<file path="config.mk">
export PLATFORM = sky130hd
export DESIGN_NAME = fft_ctrl
export DESIGN_NICKNAME = d
export VERILOG_FILES = /design/src/rtl/fft_ctrl.sv
export SDC_FILE = /design/constraint.sdc
export NUM_CORES = 1
export LEC_CHECK = 0
export ABC_AREA = 1
export BUFFER_PORTS_ARGS = -buffer_cell sky130_fd_sc_hd__buf_4
export CORE_UTILIZATION = 35
export DETAILED_ROUTE_END_ITERATION = 7
export PLACE_DENSITY = 0.6
export SETUP_SLACK_MARGIN = 0.2
export SYNTH_ARGS = -nofsm -noshare
export SYNTH_HDL_FRONTEND = slang
export SYNTH_SLANG_ARGS = --single-unit
</file>
<file path="constraint.sdc">
create_clock -name clk -period 4.05 [get_ports clk]
set_clock_uncertainty 0.2 [all_clocks]
set_input_delay 0.2025 -clock clk [delete_from_list [all_inputs] [get_ports clk]]
set_output_delay 0.2025 -clock clk [all_outputs]
set_load 0.05 [all_outputs]
</file>
<file path="src/rtl/fft_ctrl.sv">
// fft_ctrl: radix-2 DIT FFT sequencer.
// Walks LOG2N stages of N/2 butterflies over an in-place sample RAM and issues
// read, twiddle and one-cycle-delayed write-back addresses. A one-cycle DRAIN
// bubble separates stages so the next stage's first read never overtakes the
// current stage's last write.
//
// state   | meaning
// --------+------------------------------------------------------------
// S_IDLE  | waiting for start; addresses hold their last values
// S_RUN   | one butterfly read per clock, k = 0..N/2-1
// S_DRAIN | read bubble; last write of the stage lands here
// S_DONE  | one-cycle done pulse, then back to idle
module fft_ctrl #(
  parameter int LOG2N = 9
) (
  input  logic             clk,
  input  logic             rst,
  input  logic             start,
  output logic             busy,
  output logic             done,
  output logic [LOG2N-1:0] stage,
  output logic             rd_en,
  output logic [LOG2N-1:0] rd_addr_a,
  output logic [LOG2N-1:0] rd_addr_b,
  output logic [LOG2N-2:0] tw_addr,
  output logic             wr_en,
  output logic [LOG2N-1:0] wr_addr_a,
  output logic [LOG2N-1:0] wr_addr_b
);

  typedef enum logic [1:0] {S_IDLE, S_RUN, S_DRAIN, S_DONE} state_t;

  localparam logic [LOG2N-2:0] K_LAST = '1;
  localparam logic [LOG2N-2:0] K_ONE  = (LOG2N-1)'(1);
  localparam logic [LOG2N-1:0] S_LAST = LOG2N'(LOG2N-1);
  localparam logic [LOG2N-1:0] S_ONE  = LOG2N'(1);

  state_t           state_q, state_d;
  logic [LOG2N-2:0] k_q, k_d;
  logic [LOG2N-1:0] stage_q, stage_d;

  logic             rd_en_q, rd_en_d;
  logic [LOG2N-1:0] rd_addr_a_q, rd_addr_a_d;
  logic [LOG2N-1:0] rd_addr_b_q, rd_addr_b_d;
  logic [LOG2N-2:0] tw_addr_q, tw_addr_d;
  logic             wr_en_q, wr_en_d;
  logic [LOG2N-1:0] wr_addr_a_q, wr_addr_a_d;
  logic [LOG2N-1:0] wr_addr_b_q, wr_addr_b_d;

  logic [LOG2N-2:0] low_mask, j_n, k_hi;
  logic [LOG2N-1:0] half, addr_a;

  // Next-state and butterfly/stage counter update.
  always_comb begin
    state_d = state_q;
    k_d     = k_q;
    stage_d = stage_q;
    case (state_q)
      S_IDLE: begin
        if (start) begin
          state_d = S_RUN;
          k_d     = '0;
          stage_d = '0;
        end
      end
      S_RUN: begin
        if (k_q == K_LAST) state_d = S_DRAIN;
        else               k_d     = k_q + K_ONE;
      end
      S_DRAIN: begin
        if (stage_q == S_LAST) begin
          state_d = S_DONE;
        end else begin
          state_d = S_RUN;
          stage_d = stage_q + S_ONE;
          k_d     = '0;
        end
      end
      S_DONE:  state_d = S_IDLE;
      default: state_d = S_IDLE;
    endcase
  end

  // Read/twiddle address generation for the butterfly entering RUN next cycle;
  // j is the low s bits of k, the group index is shifted up one to skip the b half.
  always_comb begin
    low_mask    = ~(K_LAST << stage_d);
    j_n         = k_d & low_mask;
    k_hi        = k_d & ~low_mask;
    half        = S_ONE << stage_d;
    addr_a      = {k_hi, 1'b0} | {1'b0, j_n};
    rd_en_d     = 1'b0;
    rd_addr_a_d = rd_addr_a_q;
    rd_addr_b_d = rd_addr_b_q;
    tw_addr_d   = tw_addr_q;
    if (state_d == S_RUN) begin
      rd_en_d     = 1'b1;
      rd_addr_a_d = addr_a;
      rd_addr_b_d = addr_a | half;
      tw_addr_d   = j_n << (S_LAST - stage_d);
    end
  end

  // Write-back follows the read by one clock (sync RAM read + comb butterfly).
  always_comb begin
    wr_en_d     = rd_en_q;
    wr_addr_a_d = rd_en_q ? rd_addr_a_q : wr_addr_a_q;
    wr_addr_b_d = rd_en_q ? rd_addr_b_q : wr_addr_b_q;
  end

  // State, counters and registered outputs; reset aborts any run in progress.
  always_ff @(posedge clk or posedge rst) begin
    if (rst) begin
      state_q     <= S_IDLE;
      k_q         <= '0;
      stage_q     <= '0;
      rd_en_q     <= 1'b0;
      rd_addr_a_q <= '0;
      rd_addr_b_q <= '0;
      tw_addr_q   <= '0;
      wr_en_q     <= 1'b0;
      wr_addr_a_q <= '0;
      wr_addr_b_q <= '0;
    end else begin
      state_q     <= state_d;
      k_q         <= k_d;
      stage_q     <= stage_d;
      rd_en_q     <= rd_en_d;
      rd_addr_a_q <= rd_addr_a_d;
      rd_addr_b_q <= rd_addr_b_d;
      tw_addr_q   <= tw_addr_d;
      wr_en_q     <= wr_en_d;
      wr_addr_a_q <= wr_addr_a_d;
      wr_addr_b_q <= wr_addr_b_d;
    end
  end

  assign busy      = (state_q == S_RUN) || (state_q == S_DRAIN);
  assign done      = (state_q == S_DONE);
  assign stage     = stage_q;
  assign rd_en     = rd_en_q;
  assign rd_addr_a = rd_addr_a_q;
  assign rd_addr_b = rd_addr_b_q;
  assign tw_addr   = tw_addr_q;
  assign wr_en     = wr_en_q;
  assign wr_addr_a = wr_addr_a_q;
  assign wr_addr_b = wr_addr_b_q;

endmodule
</file>
==> metrics.txt <==
critical path's top delay family simple AND/OR/NAND/NOR gates; vias in the first global route 3179; TritonCTS buffer count 9; DRT iter0 DRCs 201; core area 0.0104 sq mm; Critical-path top delay cell dfrtp_1; Final Core Density 0.437; Row Count 37; WS Path Type register to register; share of the synthesized area in the top cell type 0.434; Seq/Total Area, Yosys 0.434; Synth Flop Type dfrtp_1; initial core utilization 0.361; DP Wirelength 6950 microns; top cells by area, synth dfrtp_1 (43%), nand2_1 (13%), nand3_1 (5.2%); Worst Hold Class input port to register; Cell Area, Synth 0.00374 sq mm; Tmin final 3.46 ns; CTS tree done; Post-DRT Antenna Nets 0; Hold Slack 0.0393 ns; # Post-CTS Setup Buffers 0; internal power 1.37 mW; CP Max Fanout 13; Pwr Total 2.46 mW; Rel. slew slack 0.470; Max clock buf depth 2; Setup WS pre-CTS 0.654 ns; synthesized instance count 474; post-route cell area 0.00453 sq mm; Slew @ Worst Pin 0.794 ns; post-synthesis xor/xnor area fraction 0.00234; Worst setup EP type register; Post-Route WL 9140 microns; Synth top cells by count nand2_1 (133), dfrtp_1 (65), inv_1 (47); initial antenna violation count 0; Fillers 1079; n_diodes 0; Avg WL per Cell 13.5 microns; clk sinks 65; layout net count 549; area of the die 0.0111 sq mm; synthesis-stage register bit count 65; layout cells sized above 1 0.260; Final Cycle Share 0.853; Critical path buffers and inverters 5; port bufs 59; Simple-Gate Fraction of Synth Area 0.322; clock root buffer clkbuf_8; clk slew on worst S/H paths 0.07 ns; FMAX 289 MHz; syn_nets 485; largest area contributor in the netlist dfrtp_1; Final Max Slew Viols 0; Net Sw Frac 0.442; MaxCap Viol Count 0; Logic pwr share 0.413; Critical Path Start Type register; die width 105 microns; hold-fix buffer count after cts 1; critical path arrival 3.55 ns; Post-synth EDFFs 0; total negative slack 0 ns; Synth Area in Adders 0.0267; Synth Area in Compound Gates 0.0879; most numerous cell on the critical path nand2_1; via/cell ratio 5.02; Clk pwr share 0.231; largest family of logic cells by synthesized area simple AND/OR/NAND/NOR gates; run status finished clean; worst vdd ir 0.436 mV; max incr delay on CP 0.39 ns; Syn Area/Cell 7.90 sq um; Lkg Pwr 2.38 nW; maximum level of the CTS H-tree 3; Worst Path Required 4.14 ns; final hold vios 0; Die Y 105 microns; placed insts 662; drt pass-1 iters 5; pin count of the biggest net entering global routing 39; Area growth, synth to finish 21.1%; Placed Area 0.00432 sq mm; pwr dens 544 mW/mm^2; synth warn 0; first-pass GRT wire length 15500 microns; unrepaired setup endpoints after global routing no; Seq pwr share 0.356; DRC 0; worst-skew pair later-pin latency 0.35 ns; Synth cell types 40; switching pwr 1.09 mW; Global Route Usage Sum 0.176; top-count cell post-synth nand2_1; mux contribution to synthesized area 0.0481; total global routing overflow 0; final cell count without fillers 679; asr flop ratio synth 1.00; Via Count 3407; number of gates resized after CTS 0; top-level I/O count 60; Setup WS post-layout 0.594 ns; final setup fails 0; Routability Congestion 0.853
## final timing paths
path / slack [ns] / endpoint / cells past startpoint / from
worst max-delay path: 0.59 / tw_addr[4]$_DFFE_PP0P_ / 26 / state_q[1]$_DFF_PP0_
min in group asynchronous: 0.36 / wr_addr_a[1]$_DFFE_PP0P_ / 3 / rst
worst min-delay path: 0.04 / state_q[1]$_DFF_PP0_ / 4 / start
worst min register to register: 0.29 / tw_addr[3]$_DFFE_PP0P_ / 2 / tw_addr[3]$_DFFE_PP0P_
worst max register to register: 0.59 / tw_addr[4]$_DFFE_PP0P_ / 26 / state_q[1]$_DFF_PP0_
max in group asynchronous: 2.43 / wr_addr_a[7]$_DFFE_PP0P_ / 4 / rst
## worst register-to-register path, cell delays in order (launching register included)
cell	delay [ns]
dfrtp_1	0.39
inv_1	0.10
ha_1	0.22
inv_1	0.08
nor2_1	0.05
inv_2	0.08
nand2_4	0.07
inv_2	0.13
nand2_1	0.07
nand2_1	0.07
nand2_2	0.13
inv_1	0.19
ha_1	0.21
nand4_2	0.14
nand2_2	0.14
nand2_1	0.06
nand2_1	0.05
nand2_1	0.05
nor2_1	0.08
nand2_1	0.09
nor2_4	0.23
nand2_1	0.08
nor2_1	0.12
nand3_1	0.10
a21oi_1	0.12
o21ai_0	0.09
nand2_1	0.07
## area by class of cell
| cell class | instances | area (sq um) | share of cell area |
|---|---|---|---|
| multi-input combinational | 337 | 1820 | 0.402 |
| sequential | 65 | 1630 | 0.359 |
| timing repair buffer | 64 | 483 | 0.107 |
| inverter | 61 | 229 | 0.0505 |
| tap | 136 | 170 | 0.0375 |
| clock buffer | 9 | 124 | 0.0273 |
| clock inverter | 7 | 78.8 | 0.0174 |
## power by group through the flow
stage	registers [mW]	logic [mW]	clock network, mW
after global placement	0.888	1.01	0
final	0.876	1.02	0.570
after detailed placement	0.893	1.03	0
after global routing	0.898	1.10	0.616
after CTS	0.880	1.03	0.588
after floorplan	1.17	0.453	0
## state kept, by name (all words and copies together), names as in the netlist
signal and flops:
state_q 2, wr_addr_b 9, k_q 8, stage 9
rd_en 1, rd_addr_b 9, wr_en 1, rd_addr_a 9
tw_addr 8, wr_addr_a 9
## cell usage in the layout, fill, tap and decap left out, types with 2 or more instances in the layout
cell type	instances
a21oi_1	14
buf_4	63
clkbuf_8	9
clkinvlp_4	2
dfrtp_1	65
ha_1	8
inv_1	46
inv_2	14
mux2_2	16
nand2_1	133
nand2_2	13
nand3_1	39
nand3_4	2
nand4_1	16
nor2_1	35
nor2_2	4
nor2_4	6
nor3_1	2
o211ai_1	3
o21ai_0	23
o21ai_1	2
o22ai_1	2
o311ai_0	3
or2_2	2
## per-layer routing
metal | global-route usage | routed length, microns
met2 | 0.288 | 4340
met4 | 0.0573 | 128
met3 | 0.0371 | 408
met1 | 0.233 | 4270
met5 | 0 | 0
## kinds of logic (layout without fill, tap and decap cells)
group	count (synthesis)	count (layout)
xor gates and xnor gates	1	1
DFF	65	65
and+or+nand+nor	257	257
buffers and inverters	72	141
muxes	16	16
adders and majority gates	8	8
AOI/OAI and AO/OA	55	55
No activity file was read; power rests on OpenSTA's default activity.
